<file path="src/rtl/matmul_sequencer_if.sv">
// Bus bundle for matmul_sequencer: operand buffer writes, run control and the C result stream.
// The master side (producer/consumer) drives writes, start and c_ready; the sequencer is the slave.
interface matmul_sequencer_if #(
    parameter int ROWS1 = 2,
    parameter int COLS1 = 2,
    parameter int COLS2 = 2,
    parameter int DW    = 16,
    parameter int ACCW  = 32
);
    localparam int AAW = (ROWS1 * COLS1 > 1) ? $clog2(ROWS1 * COLS1) : 1;
    localparam int BAW = (COLS1 * COLS2 > 1) ? $clog2(COLS1 * COLS2) : 1;
    localparam int CAW = (ROWS1 * COLS2 > 1) ? $clog2(ROWS1 * COLS2) : 1;

    logic            a_wr_en;
    logic [AAW-1:0]  a_wr_addr;
    logic [DW-1:0]   a_wr_data;
    logic            b_wr_en;
    logic [BAW-1:0]  b_wr_addr;
    logic [DW-1:0]   b_wr_data;
    logic            start;
    logic            busy;
    logic            done;
    logic            c_valid;
    logic            c_ready;
    logic [ACCW-1:0] c_data;
    logic [CAW-1:0]  c_index;

    modport master (
        output a_wr_en, a_wr_addr, a_wr_data,
        output b_wr_en, b_wr_addr, b_wr_data,
        output start, c_ready,
        input  busy, done, c_valid, c_data, c_index
    );

    modport slave (
        input  a_wr_en, a_wr_addr, a_wr_data,
        input  b_wr_en, b_wr_addr, b_wr_data,
        input  start, c_ready,
        output busy, done, c_valid, c_data, c_index
    );
endinterface

</file>
<file path="src/rtl/matmul_sequencer.sv">
// Single-multiplier matrix-multiply sequencer: C = A x B, one MAC per cycle, C streamed over valid/ready.
// Build option MATMUL_SAT_EN: accumulator saturates at 2^ACCW-1 instead of wrapping.
module matmul_sequencer #(
    parameter int ROWS1 = 2,
    parameter int COLS1 = 2,
    parameter int COLS2 = 2,
    parameter int DW    = 16,
    parameter int ACCW  = 32
) (
    input  logic               clk,
    input  logic               rst,
    matmul_sequencer_if.slave  bus
);
    localparam int AN  = ROWS1 * COLS1;
    localparam int BN  = COLS1 * COLS2;
    localparam int AAW = (AN > 1) ? $clog2(AN) : 1;
    localparam int BAW = (BN > 1) ? $clog2(BN) : 1;
    localparam int CAW = (ROWS1 * COLS2 > 1) ? $clog2(ROWS1 * COLS2) : 1;
    localparam int IW  = (ROWS1 > 1) ? $clog2(ROWS1) : 1;
    localparam int JW  = (COLS1 > 1) ? $clog2(COLS1) : 1;
    localparam int KW  = (COLS2 > 1) ? $clog2(COLS2) : 1;

    typedef enum logic [1:0] {
        S_IDLE = 2'd0,
        S_MAC  = 2'd1,
        S_OUT  = 2'd2,
        S_DONE = 2'd3
    } state_t;

    state_t          state_r;
    logic [DW-1:0]   a_mem_r [AN];
    logic [DW-1:0]   b_mem_r [BN];
    logic [IW-1:0]   i_r;
    logic [JW-1:0]   j_r;
    logic [KW-1:0]   k_r;
    logic [ACCW-1:0] acc_r;
    logic            busy_r;
    logic            done_r;
    logic            c_valid_r;
    logic [ACCW-1:0] c_data_r;
    logic [CAW-1:0]  c_index_r;

    logic [AAW-1:0]  a_idx_s;
    logic [BAW-1:0]  b_idx_s;
    logic [CAW-1:0]  c_idx_s;
    logic [2*DW-1:0] prod_s;
    logic [ACCW-1:0] acc_next_s;
    logic            a_wr_ok_s;
    logic            b_wr_ok_s;
`ifdef MATMUL_SAT_EN
    logic [ACCW:0]   sum_s;
`else
    logic [ACCW-1:0] sum_s;
`endif

    // Out-of-range addresses are dropped; non-power-of-two buffers leave unused codes
    assign a_wr_ok_s = bus.a_wr_en && (int'(bus.a_wr_addr) < AN) && (state_r == S_IDLE);
    assign b_wr_ok_s = bus.b_wr_en && (int'(bus.b_wr_addr) < BN) && (state_r == S_IDLE);

    assign bus.busy    = busy_r;
    assign bus.done    = done_r;
    assign bus.c_valid = c_valid_r;
    assign bus.c_data  = c_data_r;
    assign bus.c_index = c_index_r;

    // Operand buffers: loaded only in IDLE and deliberately kept across reset
    always_ff @(posedge clk) begin
        if (a_wr_ok_s) begin
            a_mem_r[bus.a_wr_addr] <= bus.a_wr_data;
        end
        if (b_wr_ok_s) begin
            b_mem_r[bus.b_wr_addr] <= bus.b_wr_data;
        end
    end

    // MAC datapath: operand fetch, product and next accumulator value
    always_comb begin
        a_idx_s = AAW'(int'(i_r) * COLS1 + int'(j_r));
        b_idx_s = BAW'(int'(j_r) * COLS2 + int'(k_r));
        c_idx_s = CAW'(int'(i_r) * COLS2 + int'(k_r));
        prod_s  = {{DW{1'b0}}, a_mem_r[a_idx_s]} * {{DW{1'b0}}, b_mem_r[b_idx_s]};
`ifdef MATMUL_SAT_EN
        sum_s = {1'b0, acc_r} + (ACCW+1)'(prod_s);
        if (sum_s[ACCW]) begin
            acc_next_s = {ACCW{1'b1}};
        end else begin
            acc_next_s = sum_s[ACCW-1:0];
        end
`else
        sum_s      = acc_r + ACCW'(prod_s);
        acc_next_s = sum_s;
`endif
    end

    // Sequencer FSM with loop counters and registered outputs
    always_ff @(posedge clk) begin
        if (rst) begin
            state_r   <= S_IDLE;
            i_r       <= '0;
            j_r       <= '0;
            k_r       <= '0;
            acc_r     <= '0;
            busy_r    <= 1'b0;
            done_r    <= 1'b0;
            c_valid_r <= 1'b0;
            c_data_r  <= '0;
            c_index_r <= '0;
        end else begin
            case (state_r)
                S_IDLE: begin
                    done_r <= 1'b0;
                    if (bus.start) begin
                        i_r     <= '0;
                        j_r     <= '0;
                        k_r     <= '0;
                        acc_r   <= '0;
                        busy_r  <= 1'b1;
                        state_r <= S_MAC;
                    end else begin
                        state_r <= S_IDLE;
                    end
                end
                S_MAC: begin
                    acc_r <= acc_next_s;
                    if (int'(j_r) == COLS1 - 1) begin
                        c_data_r  <= acc_next_s;
                        c_index_r <= c_idx_s;
                        c_valid_r <= 1'b1;
                        state_r   <= S_OUT;
                    end else begin
                        j_r <= j_r + JW'(1'b1);
                    end
                end
                S_OUT: begin
                    if (bus.c_ready) begin
                        c_valid_r <= 1'b0;
                        acc_r     <= '0;
                        j_r       <= '0;
                        if (int'(k_r) == COLS2 - 1) begin
                            k_r <= '0;
                            if (int'(i_r) == ROWS1 - 1) begin
                                i_r     <= '0;
                                busy_r  <= 1'b0;
                                done_r  <= 1'b1;
                                state_r <= S_DONE;
                            end else begin
                                i_r     <= i_r + IW'(1'b1);
                                state_r <= S_MAC;
                            end
                        end else begin
                            k_r     <= k_r + KW'(1'b1);
                            state_r <= S_MAC;
                        end
                    end else begin
                        state_r <= S_OUT;
                    end
                end
                S_DONE: begin
                    done_r  <= 1'b0;
                    state_r <= S_IDLE;
                end
                default: begin
                    busy_r    <= 1'b0;
                    done_r    <= 1'b0;
                    c_valid_r <= 1'b0;
                    state_r   <= S_IDLE;
                end
            endcase
        end
    end
endmodule

</file>
<file path="src/flat_wrapper.sv">
// flat-port wrapper written by rule: the top's interface ports become plain ports
module matmul_sequencer_flat 
#(
    parameter int ROWS1 = 2,
    parameter int COLS1 = 2,
    parameter int COLS2 = 2,
    parameter int DW    = 16,
    parameter int ACCW  = 32
)
  (clk, rst, bus_a_wr_en, bus_a_wr_addr, bus_a_wr_data, bus_b_wr_en, bus_b_wr_addr, bus_b_wr_data, bus_start, bus_c_ready, bus_busy, bus_done, bus_c_valid, bus_c_data, bus_c_index);
  matmul_sequencer_if #(.ROWS1(ROWS1), .COLS1(COLS1), .COLS2(COLS2), .DW(DW), .ACCW(ACCW)) bus_i ();
  input  logic clk;
  input  logic rst;
  input wire logic [$bits(bus_i.a_wr_en)-1:0] bus_a_wr_en;
  input wire logic [$bits(bus_i.a_wr_addr)-1:0] bus_a_wr_addr;
  input wire logic [$bits(bus_i.a_wr_data)-1:0] bus_a_wr_data;
  input wire logic [$bits(bus_i.b_wr_en)-1:0] bus_b_wr_en;
  input wire logic [$bits(bus_i.b_wr_addr)-1:0] bus_b_wr_addr;
  input wire logic [$bits(bus_i.b_wr_data)-1:0] bus_b_wr_data;
  input wire logic [$bits(bus_i.start)-1:0] bus_start;
  input wire logic [$bits(bus_i.c_ready)-1:0] bus_c_ready;
  output wire logic [$bits(bus_i.busy)-1:0] bus_busy;
  output wire logic [$bits(bus_i.done)-1:0] bus_done;
  output wire logic [$bits(bus_i.c_valid)-1:0] bus_c_valid;
  output wire logic [$bits(bus_i.c_data)-1:0] bus_c_data;
  output wire logic [$bits(bus_i.c_index)-1:0] bus_c_index;
  assign bus_i.a_wr_en = bus_a_wr_en;
  assign bus_i.a_wr_addr = bus_a_wr_addr;
  assign bus_i.a_wr_data = bus_a_wr_data;
  assign bus_i.b_wr_en = bus_b_wr_en;
  assign bus_i.b_wr_addr = bus_b_wr_addr;
  assign bus_i.b_wr_data = bus_b_wr_data;
  assign bus_i.start = bus_start;
  assign bus_i.c_ready = bus_c_ready;
  assign bus_busy = bus_i.busy;
  assign bus_done = bus_i.done;
  assign bus_c_valid = bus_i.c_valid;
  assign bus_c_data = bus_i.c_data;
  assign bus_c_index = bus_i.c_index;
  matmul_sequencer #(.ROWS1(ROWS1), .COLS1(COLS1), .COLS2(COLS2), .DW(DW), .ACCW(ACCW)) u_core (.clk(clk), .rst(rst), .bus(bus_i));
endmodule
</file>
<file path="config.mk">
export PLATFORM = sky130hd
export DESIGN_NAME = matmul_sequencer_flat
export DESIGN_NICKNAME = d
export VERILOG_FILES = /design/src/rtl/matmul_sequencer_if.sv /design/src/rtl/matmul_sequencer.sv /design/src/flat_wrapper.sv
export SDC_FILE = /design/constraint.sdc
export NUM_CORES = 1
export LEC_CHECK = 0
export CELL_PAD_IN_SITES_DETAIL_PLACEMENT = 0
export CELL_PAD_IN_SITES_GLOBAL_PLACEMENT = 1
export CORE_ASPECT_RATIO = 1.25
export CORE_MARGIN = 10
export CORE_UTILIZATION = 53
export DETAILED_ROUTE_END_ITERATION = 10
export GPL_ROUTABILITY_DRIVEN = 0
export GPL_TIMING_DRIVEN = 1
export PLACE_DENSITY = 0.91
export SKIP_LAST_GASP = 1
export SYNTH_ARGS = -nofsm -noshare
export SYNTH_HDL_FRONTEND = slang
export SYNTH_SLANG_ARGS = --single-unit
</file>
<file path="constraint.sdc">
create_clock -name clk -period 11.8 [get_ports clk]
set_input_delay 1.18 -clock clk [delete_from_list [all_inputs] [get_ports clk]]
set_output_delay 1.18 -clock clk [all_outputs]
set_load 0.1 [all_outputs]
</file>
After elaboration in Yosys (flattened, before gate mapping)
Memories as Yosys holds them, arrays and structs flattened.
Cells that the tools add are included.
- bits in writable memories: 128
- bits in read-only memories: 0
- word-level logic and storage cells: 78
- output and inout bits: 37
- bits of input ports: 42
- bits in latches: 0
- memories kept: 2
- flip-flop bits (word level): 74
- reduce and logical (&&, ||, !) cells: 15
- bitwise logic cells: 0
- magnitude comparators: 0
- multiplexer cells: 35
- $mul: 1
- divide/modulo/power cells: 0
- equality and inequality tests: 8
- add/sub/neg operators: 7
- shifts and indexed selects: 0
- memories (name ; depth ; width ; read ports ; clocked after Yosys merged registers in ; wr ports ; line ; RTL):
    u_core.a_mem_r ; 4 ; 16 ; 1 ; 0 ; 1 ; matmul_sequencer.sv:31 ; logic [DW-1:0] a_mem_r [AN];
    u_core.b_mem_r ; 4 ; 16 ; 1 ; 0 ; 1 ; matmul_sequencer.sv:32 ; logic [DW-1:0] b_mem_r [BN];
- operators with widths (cell ; count):
    $pmux W32 S3 ; 1
    $mux W32 ; 2
    $add A32 B32 Y32 ; 1
    $mul A16 B16 Y32 ; 1
    $mux W1 ; 21
    $pmux W1 S2 ; 5
    $reduce_and A3 Y1 ; 3
    $mux W2 ; 4
    $pmux W2 S4 ; 1
    $reduce_and A4 Y1 ; 2
    $add A2 B1 Y2 ; 3
    $ne A2 B1 Y1 const B ; 3
    $reduce_bool A2 Y1 ; 3
    $reduce_and A5 Y1 ; 1
    $eq A2 B2 Y1 const B ; 2
    $ne A2 B2 Y1 const B ; 2
    $add A1 B1 Y1 const B ; 3
    $pmux W1 S3 ; 1
    $reduce_bool A3 Y1 ; 1
    $eq A2 B1 Y1 const B ; 1
    $logic_and A1 B1 Y1 ; 2
    $logic_not A2 Y1 ; 1
    $reduce_and A2 Y1 ; 1
    $reduce_or A2 Y1 ; 1

Logic depth before layout (Yosys ltp)
Gate-level depths: netlist of the first run.
- word-level depth: 5
- gate-level depth with buffers: 28
- depth with buffers taken out: 25

Least setup slack after synthesis of the first run
OpenSTA, ideal clock, no wires.
- path type: register to register
- start: register u_core.k_r
- end: register u_core.c_data_r[24], in the netlist u_core.bus.c_data[24]
- setup time: 0.129 ns
- slack: 5.016 ns
- stages on the path, launching flop included: 26
- data arrival time: 6.655 ns
- period minus slack after synthesis: 6.784 ns
- path buffers: 3
- required time: 11.671 ns
- cells stage by stage: dfxtp_1 clkbuf_1 mux2_2 o21ai_1 clkbuf_1 nor2_1 fa_1 inv_1 fa_1 fa_1 inv_1 fa_1 fa_1 inv_1 fa_1 inv_1 ha_1 buf_6 a21o_1 a21o_1 a21o_1 a221oi_2 o21ai_2 a221oi_2 xor2_1 o31ai_1
- cells in the longest elaborated chain, start to end: 4
- RTL lines (item ; line ; RTL):
    start: declaration ; matmul_sequencer.sv:35 ; logic [KW-1:0] k_r;
    start signal: assignment ; matmul_sequencer.sv:151 ; k_r <= k_r + KW'(1'b1);
    $add A2 B1 Y2 ; matmul_sequencer.sv:79 ; b_idx_s = BAW'(int'(j_r) * COLS2 + int'(k_r));
    $mem_v2 Z4 W16 ; - ;
    $mul A16 B16 Y32 ; matmul_sequencer.sv:81 ; prod_s = {{DW{1'b0}}, a_mem_r[a_idx_s]} * {{DW{1'b0}}, b_mem_r[b_idx_s]};
    $add A32 B32 Y32 ; matmul_sequencer.sv:90 ; sum_s = acc_r + ACCW'(prod_s);
    end signal: assignment ; matmul_sequencer.sv:126 ; c_data_r <= acc_next_s;
    end: declaration ; matmul_sequencer.sv:40 ; logic [ACCW-1:0] c_data_r;
Every way passes these cells.
A chain may end at the register's enable or synchronous reset.

Worst setup path in the final report of the first run
- start: register u_core.j_r
- end: register u_core.acc_r[25]
- cells in the longest elaborated chain, start to end: 5
- elaborated cells on any way between the ends: 7
- those cells by class: add/sub: 3; mul: 1; mux: 1; memory: 2
- RTL lines (item ; line ; RTL):
    start: declaration ; matmul_sequencer.sv:34 ; logic [JW-1:0] j_r;
    start signal: assignment ; matmul_sequencer.sv:131 ; j_r <= j_r + JW'(1'b1);
    $add A2 B1 Y2 (on tied branches) ; matmul_sequencer.sv:78, matmul_sequencer.sv:79 ;
    $mem_v2 Z4 W16 (on tied branches) ; - ;
    $mul A16 B16 Y32 (*) ; matmul_sequencer.sv:81 ;
    $add A32 B32 Y32 (*) ; matmul_sequencer.sv:90 ;
    $pmux W32 S3 (*) ; matmul_sequencer.sv:109 ; case (state_r)
    end signal: assignment ; matmul_sequencer.sv:124 ; acc_r <= acc_next_s;
    end: declaration ; matmul_sequencer.sv:36 ; logic [ACCW-1:0] acc_r;
Mark *: on every way between the ends. The rest lies on a longest branch, timed or not.

==> flow_summary_export.csv, run 1 <==
group,metric,value,unit
outcome,outcome,"complete, no violations",
timing,fmax,125.9,MHz
timing,whs,0.4510,ns
timing,slew_headroom,6.327,%
clocking,cts_max_level,1,
floorplanning,start_util,53.62,%
critical_path,slowest_delay,0.81,ns
grt,track_usage,20.20,%
synthesis,ys_types,65,
critical_path,path_max_fanout,47,
synthesis,synth-edff-count,128,
timing,fin_setup_tns,0,ns
floorplanning,coreArea,0.03179,sq mm
critical_path,critical_path.endpoint_type,"flop",
clocking,clock_sinks,202,
timing,fin_crit,7.943,ns
timing,rsz0062_at_grt,"no",
synthesis,synth_compound_area_share,8.024,%
synthesis,synth_top_area_share,26.43,%
synthesis,ys_ff_latch,202,
floorplanning,pin_count,79,
critical_path,path_common_cell,"fa_1",
layout,multi_input_area,0.01015,sq mm
synthesis,yosysSeqAreaShare,31.24,%
synthesis,synth_mux_area_share,4.236,%
timing,slew_viol_final,0,
critical_path,r2r_cells,22,
timing,worst_pin_slew,1.396,ns
routing,via_count,11826,
synthesis,async_flop_share,0,%
routing,wl_per_cell,18.38,microns
place,dp_hpwl,31610,microns
critical_path,cpMaxStageDelayCell,"o21ai_0",
timing,clock-skew-final,0.02447,ns
synthesis,synth_top_family_by_area,"adder cells",
timing,hold_violations,0,
synthesis,yosys.area.top_type,"fa_1",
grt,grt_pass1_wl,64860,microns
clocking,clk_pin_slew_worst_paths,0.06,ns
grt,antenna_found_initial,0,
timing,period_share,67.32,%
synthesis,synth-adder-area-share,33.92,%
layout,mostFrequentLayoutCell,"inv_1",
clocking,cts_setup_buffers,0,
synthesis,synth_area_leaders,"fa_1 (26%), edfxtp_1 (23%), dfxtp_1 (8.7%), inv_1 (7.8%), ha_1 (7.5%)",
layout,area_growth,10.57,%
routing,vias_per_cell,5.462,
grt,grt_overflow,0,
layout,regArea,0.005326,sq mm
critical_path,cp-start-kind,"flop",
routing,detail_route.first_pass.iterations,5,
synthesis,syn_area,0.01704,sq mm
synthesis,syn_nets,2063,
synthesis,yosys.area_share.simple,11.66,%
synthesis,ys.flop_type,"edfxtp_1",
critical_path,arrival,8.33,ns
clocking,post_cts_resize_count,0,
hold_path,hold_path_class,"reg -> reg",
place,port_buffers,78,
layout,final_cell_mix,"inv_1 (355), nand2_1 (247), fa_1 (225)",
floorplanning,rows,73,
timing,setup_violations,0,
clocking,cts_buffers,20,
routing,routed_wl,39800,microns
synthesis,avgSynthCellArea,10.06,sq um
critical_path,cp.required,12.19,ns
critical_path,cp_cell_sequence,"buf_4 -> mux2_2 -> o21ai_0 -> nor2_1 -> fa_1 -> inv_1 -> fa_1 -> fa_1 -> inv_1 -> fa_1 -> fa_1 -> inv_1 -> fa_1 -> inv_1 -> ha_1 -> a21oi_1 -> o21bai_1 -> a221o_1 -> a31oi_1 -> o21bai_1 -> xnor2_1 -> a22o_1",
clocking,cts_tree,"yes",
critical_path,worst-setup-path-type,"reg -> reg",
routing,drtIter0Drc,723,
layout,nFillCells,2664,
clocking,root_buffer,"clkbuf_16",
hold_path,hold_depth,2,
routing,drtAntennaViolNets,0,
floorplanning,die_area,0.03978,sq mm
layout,antenna_cells,0,
grt,grt_pass1_vias,12541,
synthesis,yosysWarnings,0,
clocking,insertion_delay,0.51,ns
floorplanning,dieHeight,220.5,microns
clocking,ctsHoldBuffers,0,
layout,fin_nets,2109,
grt,grt_max_degree,68,
layout,drive_gt1_share,5.590,%
synthesis,synthCells,1694,
synthesis,synth_xor_area_share,1.542,%
floorplanning,die_w,180.4,microns
clocking,cts_buffer_depth,3,
routing,post-route-drc-count,0,
job,maxCapViolCount,0,
-- flip-flops by register name, summed over array words and instances (netlist names) --
name / flops
u_core.a_mem_r: 64
u_core.acc_r: 32
u_core.b_mem_r: 64
u_core.bus.busy: 1
u_core.bus.c_data: 32
u_core.bus.c_index: 2
u_core.bus.c_valid: 1
u_core.bus.done: 1
u_core.i_r: 1
u_core.j_r: 1
u_core.k_r: 1
u_core.state_r: 2
-- area by class of cell --
cell class	count	share of cell area [%]
multi-input cells	1071	53.84
flip-flops and latches	202	28.26
inverters	355	7.071
repair buffers	90	4.594
clock buffers	23	2.822
well taps	412	2.735
clock inverters	12	0.6772
-- cell families (layout without fill, tap and decap cells) --
group | count (synthesis) | in the layout
AO/OA/AOI/OAI | 198 | 198
flip-flops | 202 | 202
buffers and inverters | 421 | 480
AND/OR/NAND/NOR | 466 | 466
adder cells (fa/ha/maj) | 327 | 327
multiplexers | 50 | 50
XOR/XNOR | 30 | 30
-- critical path: cells and delay by family (launching register included) --
kind | cells | cell delay [ns]
AOI/OAI and AO/OA | 7 | 2.35
xor gates and xnor gates | 1 | 0.17
DFF | 1 | 0.43
and+or+nand+nor | 1 | 0.18
buffers and inverters | 5 | 0.77
muxes | 1 | 0.43
adders and majority gates | 7 | 3.46
-- cells in the mapped netlist (all sizes together), types with 3 or more instances --
| cell type | instances |
|---|---|
| xor2 | 11 |
| ha | 102 |
| o211ai | 5 |
| nor3 | 11 |
| a31oi | 5 |
| o21a | 18 |
| a21oi | 62 |
| nand2b | 4 |
| o41ai | 4 |
| a22o | 12 |
| fa | 225 |
| a221oi | 3 |
| and2 | 42 |
| nand4 | 4 |
| dfxtp | 74 |
| xnor2 | 19 |
| mux2i | 17 |
| buf | 8 |
| a21o | 16 |
| o21bai | 8 |
| mux4 | 16 |
| inv | 355 |
| nand3 | 11 |
| a22oi | 12 |
| nand2 | 247 |
| nor2 | 122 |
| a211oi | 4 |
| nor2b | 6 |
| mux2 | 17 |
| or3 | 3 |
| nor3b | 6 |
| o21ai | 35 |
| edfxtp | 128 |
| clkbuf | 58 |
| nor4 | 3 |
-- metal layers --
layer	vias to the layer above	wire, microns	global-route usage, %
li1	5430	-	-
met1	6007	14570	22.38
met2	303	21920	38.66
met3	86	1852	2.500
met4	0	1456	7.911
met5	-	0	0
-- per-stage QoR --
stage	instances	utilization [%]	cell area [sq um]	setup slack [ns]
after CTS	2165	59.29	18850	3.936
final	2165	59.29	18850	3.857
after global placement	2130	57.22	18190	4.018
after floorplan	1694	-	17040	5.016
after detailed placement	2130	57.22	18190	3.950
after global routing	2165	59.29	18850	3.453
-- path summary, 6_finish.rpt --
check                                       to                               from  slack, ns
max              u_core.acc_r[25]$_SDFFE_PP0P_            u_core.j_r$_SDFFE_PP0P_       3.86
min          u_core.bus.c_data[8]$_SDFFE_PP0P_  u_core.bus.c_data[8]$_SDFFE_PP0P_       0.45
max reg2reg      u_core.acc_r[25]$_SDFFE_PP0P_            u_core.j_r$_SDFFE_PP0P_       3.86
min reg2reg  u_core.bus.c_data[8]$_SDFFE_PP0P_  u_core.bus.c_data[8]$_SDFFE_PP0P_       0.45
Power of run 1 is not shown: default switching activity piles up to over one toggle a cycle in this logic, so the estimate is an artifact.
==> inputs of run 2 (changes only) <==
--- a/config.mk
+++ b/config.mk
@@ -9,11 +9,11 @@
 export CELL_PAD_IN_SITES_GLOBAL_PLACEMENT = 1
 export CORE_ASPECT_RATIO = 1.25
 export CORE_MARGIN = 10
-export CORE_UTILIZATION = 53
+export CORE_UTILIZATION = 45
 export DETAILED_ROUTE_END_ITERATION = 10
 export GPL_ROUTABILITY_DRIVEN = 0
 export GPL_TIMING_DRIVEN = 1
-export PLACE_DENSITY = 0.91
+export PLACE_DENSITY = 0.83
 export SKIP_LAST_GASP = 1
 export SYNTH_ARGS = -nofsm -noshare
 export SYNTH_HDL_FRONTEND = slang
==> constraint.sdc (replaced) <==
create_clock -name clk -period 6.9 [get_ports clk]
set_input_delay 0.69 -clock clk [delete_from_list [all_inputs] [get_ports clk]]
set_output_delay 0.69 -clock clk [all_outputs]
set_load 0.1 [all_outputs]
==> flow_summary_export.csv, run 2 (synthesized netlist as in run 1, its figures left out) <==
group,metric,value,unit
critical_path,cp.required,7.30,ns
timing,fmax,150.1,MHz
timing,slew_viol_final,0,
layout,fin_nets,2195,
clocking,ctsHoldBuffers,0,
hold_path,hold_depth,2,
layout,mostFrequentLayoutCell,"inv_1",
timing,fin_crit,6.663,ns
critical_path,path_common_cell,"fa_1",
timing,setup_violations,0,
routing,vias_per_cell,5.275,
layout,antenna_cells,0,
floorplanning,die_w,194.1,microns
grt,track_usage,18.12,%
layout,fin_util,52.93,%
floorplanning,pin_count,79,
critical_path,worstReg2RegEnd,"u_core.bus.c_data[26]$_SDFFE_PP0P_",
place,dpl_worst_slack,0.06583,ns
outcome,outcome,"complete, no violations",
timing,rsz0062_at_grt,"yes",
routing,post-route-drc-count,0,
clocking,root_buffer,"clkbuf_16",
hold_path,whs_endpoint,"u_core.acc_r[1]$_SDFFE_PP0P_",
hold_path,min_from,"u_core.acc_r[1]$_SDFFE_PP0P_",
timing,fin_setup_tns,0,ns
routing,routed_wl,43600,microns
place,port_buffers,78,
clocking,clock_sinks,202,
timing,period_share,96.57,%
routing,via_count,12270,
grt,grt_pass1_wl,67310,microns
layout,reg_top3,"u_core.a_mem_r x64, u_core.b_mem_r x64",
clocking,cts_buffers,21,
timing,hold_violations,0,
floorplanning,coreArea,0.03736,sq mm
critical_path,critPathTopFamily,"adder cells",
critical_path,cp-start-kind,"flop",
layout,instances_no_fill,2326,
clocking,cts_tree,"yes",
place,dp_hpwl,34350,microns
grt,grt_pass1_vias,12858,
clocking,cts_buffer_depth,3,
floorplanning,dieHeight,237.6,microns
routing,drtIter0Drc,791,
timing,setup_ws,0.2370,ns
critical_path,r2r_slack,0.24,ns
timing,clock-skew-final,0.01175,ns
layout,drive_gt1_share,10.43,%
clocking,insertion_delay,0.52,ns
place,dpl.cell_count,2260,
critical_path,critical_path.endpoint_type,"flop",
routing,wl_per_cell,18.75,microns
routing,detail_route.first_pass.iterations,5,
grt,grt_max_degree,68,
critical_path,worst-setup-path-type,"reg -> reg",
routing,drtAntennaViolNets,0,
critical_path,arrival,7.07,ns
layout,final_cell_mix,"inv_1 (355), nand2_1 (247), fa_1 (223)",
grt,grt_overflow,0,
timing,slew_headroom,22.91,%
critical_path,critPathBufInv,5,
critical_path,path_max_fanout,6,
critical_path,cpMaxStageDelayCell,"fa_1",
clocking,clk_pin_slew_worst_paths,0.06,ns
clocking,cts_max_level,1,
job,maxCapViolCount,0,
grt,antenna_found_initial,0,
floorplanning,die_area,0.04611,sq mm
critical_path,r2r_cells,22,
layout,nFillCells,3340,
timing,worst_pin_slew,1.148,ns
floorplanning,rows,79,
floorplanning,start_util,45.62,%
hold_path,hold_path_class,"reg -> reg",
critical_path,rr_startpoint,"u_core.j_r$_SDFFE_PP0P_",
critical_path,slowest_delay,0.61,ns
layout,area_growth,16.03,%
critical_path,cp_cell_sequence,"buf_12 -> mux4_2 -> buf_4 -> nand2_1 -> fa_1 -> fa_1 -> fa_1 -> fa_1 -> inv_1 -> fa_1 -> inv_1 -> fa_1 -> inv_1 -> ha_1 -> a21oi_2 -> o21ai_0 -> a31oi_1 -> o31ai_2 -> a31o_2 -> a31oi_1 -> mux2i_1 -> nand2_1",
-- run 2: cell types whose count changed in the layout (fill, tap and decap cells not counted), moves of 3 or more --
cell and change:
buf_12 +6, clkinv_1 +3, buf_6 +5, buf_4 +68
clkbuf_16 +4, clkinv_2 -4
-- run 2: worst max path at each step --
stage / startpoint / end / depth (start not counted)
CTS: u_core.j_r$_SDFFE_PP0P_ / u_core.bus.c_data[24]$_SDFFE_PP0P_ / 23
detailed placement: u_core.j_r$_SDFFE_PP0P_ / u_core.bus.c_data[26]$_SDFFE_PP0P_ / 23
global placement: u_core.j_r$_SDFFE_PP0P_ / u_core.bus.c_data[24]$_SDFFE_PP0P_ / 23
finish: u_core.j_r$_SDFFE_PP0P_ / u_core.bus.c_data[26]$_SDFFE_PP0P_ / 22
floorplan: u_core.k_r$_SDFFE_PP0P_ / u_core.bus.c_data[24]$_SDFFE_PP0P_ / 25
global route: u_core.j_r$_SDFFE_PP0P_ / u_core.acc_r[30]$_SDFFE_PP0P_ / 22
-- run 2: cell type report --
| class | count | area (sq um) | share of cell area (%) |
|---|---|---|---|
| Clock buffer | 24 | 536.8 | 2.714 |
| Clock inverter | 13 | 78.83 | 0.3986 |
| Inverter | 355 | 1333 | 6.738 |
| Multi-Input combinational cell | 1073 | 10250 | 51.81 |
| Sequential cell | 202 | 5331 | 26.96 |
| Tap cell | 486 | 608.1 | 3.075 |
| Timing Repair Buffer | 173 | 1643 | 8.307 |
-- run 2: metal layers --
| layer | GRT usage, % | routed length (microns) | share of wire, % |
|---|---|---|---|
| met4 | 9.082 | 2383 | 5.5 |
| met3 | 2.112 | 2285 | 5.2 |
| met1 | 19.95 | 15730 | 36 |
| met2 | 33.72 | 23210 | 53 |
| met5 | 0 | 0 | 0 |
-- run 2: stage by stage --
step           instance area, sq um  hold slack (ns)
2_1_floorplan                 17040           0.4250
3_3_place_gp                  18740           0.4430
3_5_place_dp                  18740           0.4479
4_1_cts                       19350           0.4566
5_1_grt                       19780           0.4795
6_report                      19780           0.4556
-- run 2: tightest hold or removal path: cells and delay by family, from the launching register on --
kind	cells	cell delay [ns]
flops	1	0.31
simple gates	1	0.05
compound gates	1	0.05
-- run 2: timing repair --
| item | 4_1_cts | 5_1_grt |
|---|---|---|
| resized for setup | 0 | 33 |
| buffers inserted | 0 | 24 |
| hold endpoints to repair | 0 | 0 |
| setup endpoints to repair | 0 | 22 |
Power of run 2 is left out for the same reason.
